$ cat src/rtl/piezo_rx_qualifier.sv
// Piezo receive qualifier: synchronizes the raw comparator output, accepts an
// echo only after MIN_HIGH consecutive high samples, enforces a dead time after
// each echo and blanks reception around the local transmitter. A one-cycle
// strobe is emitted per accepted echo, with saturating accept/reject counters.
module piezo_rx_qualifier #(
    parameter int SYNC_STAGES    = 2,
    parameter int MIN_HIGH       = 8,
    parameter int HOLDOFF_CYCLES = 1000,
    parameter int BLANK_CYCLES   = 50000
) (
    input  logic        clock,
    input  logic        reset_n,
    input  logic        enable,
    input  logic        piezo_raw_in,
    input  logic        tx_active,
    input  logic        clear_counts,
    output logic        pulse_out,
    output logic [15:0] pulse_count,
    output logic [15:0] glitch_count,
    output logic [2:0]  state_out
);

    localparam logic [2:0] S_IDLE    = 3'd0;
    localparam logic [2:0] S_ARMED   = 3'd1;
    localparam logic [2:0] S_QUALIFY = 3'd2;
    localparam logic [2:0] S_HOLDOFF = 3'd3;
    localparam logic [2:0] S_BLANK   = 3'd4;

    // Terminal values of the shared counter in each state that uses it
    localparam logic [31:0] QUAL_LAST = 32'(MIN_HIGH - 1);
    localparam logic [31:0] HOLD_END  = 32'(HOLDOFF_CYCLES);
    localparam logic [31:0] BLANK_END = 32'(BLANK_CYCLES - 1);

    logic [SYNC_STAGES-1:0] sync_q;
    logic                   sync;
    logic [2:0]             state_q, state_d;
    logic [31:0]            cnt_q, cnt_d;
    logic                   pulse_q;
    logic                   pulse_inc, glitch_inc;
    logic [15:0]            pulse_cnt_q, glitch_cnt_q;

    // Metastability chain; only its last flop is used by the FSM
    always_ff @(posedge clock or negedge reset_n) begin
        if (!reset_n) sync_q <= '0;
        else          sync_q <= {sync_q[SYNC_STAGES-2:0], piezo_raw_in};
    end

    assign sync = sync_q[SYNC_STAGES-1];

    // Next-state logic: disable beats transmit blanking, which beats the qualifier
    always_comb begin
        state_d    = state_q;
        cnt_d      = cnt_q;
        pulse_inc  = 1'b0;
        glitch_inc = 1'b0;
        if (!enable) begin
            state_d = S_IDLE;
            cnt_d   = '0;
        end else if (tx_active) begin
            // Own transmit: drop any partial qualification without counting it
            state_d = S_BLANK;
            cnt_d   = '0;
        end else begin
            case (state_q)
                S_IDLE: begin
                    state_d = S_ARMED;
                    cnt_d   = '0;
                end
                S_ARMED: begin
                    if (sync) begin
                        state_d = S_QUALIFY;
                        cnt_d   = 32'd1;
                    end
                end
                S_QUALIFY: begin
                    if (!sync) begin
                        glitch_inc = 1'b1;
                        state_d    = S_ARMED;
                        cnt_d      = '0;
                    end else if (cnt_q >= QUAL_LAST) begin
                        pulse_inc = 1'b1;
                        state_d   = S_HOLDOFF;
                        cnt_d     = '0;
                    end else begin
                        cnt_d = cnt_q + 32'd1;
                    end
                end
                S_HOLDOFF: begin
                    // Needs a low sample after the dead time, so a stuck-high input never re-fires
                    if (cnt_q >= HOLD_END) begin
                        if (!sync) begin
                            state_d = S_ARMED;
                            cnt_d   = '0;
                        end
                    end else begin
                        cnt_d = cnt_q + 32'd1;
                    end
                end
                S_BLANK: begin
                    if (cnt_q >= BLANK_END) begin
                        state_d = S_ARMED;
                        cnt_d   = '0;
                    end else begin
                        cnt_d = cnt_q + 32'd1;
                    end
                end
                default: begin
                    state_d = S_IDLE;
                    cnt_d   = '0;
                end
            endcase
        end
    end

    // FSM state, shared counter and registered echo strobe
    always_ff @(posedge clock or negedge reset_n) begin
        if (!reset_n) begin
            state_q <= S_IDLE;
            cnt_q   <= '0;
            pulse_q <= 1'b0;
        end else begin
            state_q <= state_d;
            cnt_q   <= cnt_d;
            pulse_q <= pulse_inc;
        end
    end

    // Saturating statistics; clear takes priority over a same-cycle increment
    always_ff @(posedge clock or negedge reset_n) begin
        if (!reset_n) begin
            pulse_cnt_q  <= '0;
            glitch_cnt_q <= '0;
        end else if (clear_counts) begin
            pulse_cnt_q  <= '0;
            glitch_cnt_q <= '0;
        end else begin
            if (pulse_inc && (pulse_cnt_q != 16'hFFFF))
                pulse_cnt_q <= pulse_cnt_q + 16'd1;
            if (glitch_inc && (glitch_cnt_q != 16'hFFFF))
                glitch_cnt_q <= glitch_cnt_q + 16'd1;
        end
    end

    assign pulse_out    = pulse_q;
    assign pulse_count  = pulse_cnt_q;
    assign glitch_count = glitch_cnt_q;
    assign state_out    = state_q;

endmodule

$ cat config.mk
export PLATFORM = sky130hd
export DESIGN_NAME = piezo_rx_qualifier
export DESIGN_NICKNAME = d
export VERILOG_FILES = /design/src/rtl/piezo_rx_qualifier.sv
export SDC_FILE = /design/constraint.sdc
export NUM_CORES = 1
export LEC_CHECK = 0
export CAP_MARGIN = 40
export CORE_MARGIN = 5
export CORE_UTILIZATION = 50
export CTS_CLUSTER_DIAMETER = 100
export DETAILED_ROUTE_END_ITERATION = 7
export PLACE_DENSITY_LB_ADDON = 0.15
export SYNTH_ARGS = -nofsm -noshare
export SYNTH_HDL_FRONTEND = slang
export SYNTH_SLANG_ARGS = --single-unit
$ cat constraint.sdc
create_clock -name clock -period 6.1 [get_ports clock]
set_clock_uncertainty 0.2 [all_clocks]
set_input_delay 1.525 -clock clock [delete_from_list [all_inputs] [get_ports clock]]
set_output_delay 1.525 -clock clock [all_outputs]
set_load 0.05 [all_outputs]
==> reports/metrics.csv <==
stage,metric,value,unit
setup_path,Arrival @ worst endpoint,3.64,ns
finish,"most common cell after layout, fill and taps aside",dfrtp_1,
setup_path,"slowest stage delay, CP",0.50,ns
route,DR top layer,met4,
hold_path,Hold Crit Class,flop to flop,
finish,share of layout cells above drive strength 1,0.0676,
route,router iterations before antenna repair,6,
floorplan,Die W,95.4,um
placement,placed cell area,4190,sq um
clocking,# hold bufs at CTS,0,
floorplan,row count,31,
status,status,"finished, final reports clean",
finish,most frequent cells in the layout,"dfrtp_1 (70), nor2_1 (48), clkdlybuf4s50_1 (40), nand3_1 (26), xor2_1 (26)",
timing,max-slew violations,0,
setup_path,"Cell Chain, Critical Path",clkdlybuf4s50_1 > nand4bb_1 > or3_1 > a311oi_1 > buf_2 > nand4_1 > xor2_1 > nor2_1,
floorplan,Die Y-Extent,95.4,um
route,starting DRC count in detailed routing,185,
setup_path,largest fanout on the critical path,5,
grt,GRT Overall Usage,0.194,
setup_path,crit end category,flop,
timing,final hold viol count,0,
finish,area grow syn2layout,20.7,%
route,Met1 Wirelength,3.88,mm
yosys,asr flop ratio synth,1.00,
clocking,Num CTS Buffers,9,
yosys,dominant cells by area after synthesis,"dfrtp_1 (48%), xor2_1 (6.3%), nor2_1 (4.9%), nand3_1 (3.6%), and3_1 (3.3%)",
yosys,syn_nets,392,
timing,fmax,0.276,GHz
yosys,Synth cell types,48,
clocking,CTS H-tree lvls,3,
route,detailed-route via count,3034,
timing,actual slew at the worst max-slew pin,0.627,ns
route,Avg WL per Cell,15.7,um
hold_path,Hold Crit Depth,0,
timing,Slew HR,0.582,
yosys,Yosys top cell area share,0.481,
run,number of max-cap violations,0,
setup_path,nature of the critical path startpoint,input port,
yosys,"Avg Cell Area, Syn",9.53,sq um
floorplan,I/O pin total,42,
route,Post-DRT Antenna Nets,0,
power_and_ir_drop,Lkg Pwr,1.96,nW
grt,number of global-route vias before repair,2873,
setup_path,Worst Path Required,6.12,ns
placement,PortBufs,41,
clocking,clock tree from TritonCTS,done,
finish,fin nets,435,
route,drt drc,0,
grt,first-pass GRT wire length,13.9,mm
route,WL final,8.31,mm
setup_path,Slowest cell on crit path,a311oi_1,
grt,pin count of the biggest net entering global routing,52,
route,met2 wire length,3.95,mm
floorplan,die area,9090,sq um
clocking,Clock Tree Root,clkbuf_8,
power_and_ir_drop,Peak supply drop,0.106,mV
floorplan,core area,7180,sq um
clocking,"Setup Fix Bufs, Post-CTS",0,
yosys,"EDFF count, synth",0,
placement,gpl congestion,0.789,
yosys,cells after synthesis,382,
timing,RSZ-0062 raised after global routing,no,
clocking,clock-pin slew on the worst setup and hold paths,0.08,ns
grt,initial antenna violation count,0,
yosys,synthesized area,3640,sq um
placement,hpwl dp,5.62,mm
yosys,register area share after synthesis,0.481,
timing,crit path time final,3.62,ns
setup_path,crit path kind,input port to flop,
yosys,post-synthesis register bit count,70,
setup_path,Register-to-Register Path Depth,6,
route,Via density,5.75,
yosys,Synth Warn #,0,
setup_path,CP bufs+invs,2,
yosys,ys flop type,dfrtp_1,
power_and_ir_drop,Pwr per Cell Area,208,nW/um^2
yosys,post-synth top area cell,dfrtp_1,
clocking,maximum clock path buffer count,2,
clocking,Clock Latency Late Sink,0.35,ns
setup_path,critical path depth,8,
grt,grt total ovfl,0,
finish,"Design Area, Final",4400,sq um
floorplan,Initial Utilization,0.508,
timing,setup TNS,0,ns
clocking,TritonCTS Sinks,70,
setup_path,CP top delay family,simple AND/OR/NAND/NOR gates,
timing,Setup Viol. Count Final,0,
timing,crit share post-route,0.594,
route,met3 wire length,340,um
finish,Ant. Diodes,0,
clocking,CTS resizes,0,
synthesized netlist by cell type (2+ instances only):
cell type and instances:
a21o_1 10, a21oi_1 13, a31oi_1 7, a41oi_1 4, and2_1 13, and3_1 19
and4_1 6, buf_2 4, buf_4 2, clkbuf_1 11, dfrtp_1 70, ha_1 4
inv_1 10, mux2i_1 2, nand2_1 15, nand2b_1 3, nand3_1 26, nand4_1 14
nor2_1 48, nor2b_1 2, nor3_1 4, nor3b_1 8, nor4_1 9, o21ai_0 17
or3_1 10, or4_1 2, xnor2_1 3, xor2_1 26
through the flow:
step / hold slack (ns) / power [W] / utilization / worst slack (ns) / instances
2_1_floorplan: 0.131 / 0.000504 / - / 2.68 / 382
3_3_place_gp: 0.163 / 0.000525 / 0.576 / 2.01 / 510
3_5_place_dp: 0.170 / 0.000530 / 0.584 / 2.13 / 513
4_1_cts: 0.187 / 0.000925 / 0.613 / 2.49 / 528
5_1_grt: 0.203 / 0.000951 / 0.613 / 2.31 / 528
6_report: 0.186 / 0.000916 / 0.613 / 2.48 / 528
sequential cells by signal (all words and copies together) (netlist names):
name,count
cnt_q,32
glitch_count,16
pulse_count,16
pulse_out,1
sync_q,2
state_out,3
final timing paths:
check / start / slack, ns / to
setup / recovery: tx_active / 2.48 / glitch_count[9]
hold / removal: sync_q[0] / 0.19 / sync_q[1]
setup reg to reg: cnt_q[10] / 3.17 / cnt_q[5]
hold reg to reg: sync_q[0] / 0.19 / sync_q[1]
max in group asynchronous: reset_n / 4.23 / cnt_q[26]
min in group asynchronous: reset_n / 0.94 / cnt_q[6]
power by group:
group          internal, W  switching, W
Combinational    0.0000175     0.0000326
Sequential        0.000466    0.00000386
Clock             0.000226      0.000170
Total             0.000710      0.000207
final cells by class:
class	count	area, sq um
Fill cell	638	2780
Inverter	10	37.5
Timing Repair Buffer	49	503
Multi-Input combinational cell	285	1780
Clock buffer	10	128
Clock inverter	5	75.1
Sequential cell	70	1750
Tap cell	99	124
cells by family (layout without fill, tap and decap cells):
logic type,after synthesis,in the layout,share of synthesized area
adder cells (fa/ha/maj),4,4,0.0137
XOR/XNOR,29,29,0.0697
AO/OA/AOI/OAI,64,64,0.120
multiplexers,2,2,0.00550
buffers and inverters,27,74,0.0313
AND/OR/NAND/NOR,186,186,0.279
flip-flops,70,70,0.481
per-layer routing:
layer  GRT usage  up-vias
li1            -     1465
met1       0.270     1476
met2       0.298       81
met3      0.0324       12
met4      0.0865        0
met5           0        -
Note: power is estimated with default switching activity, not from simulation.
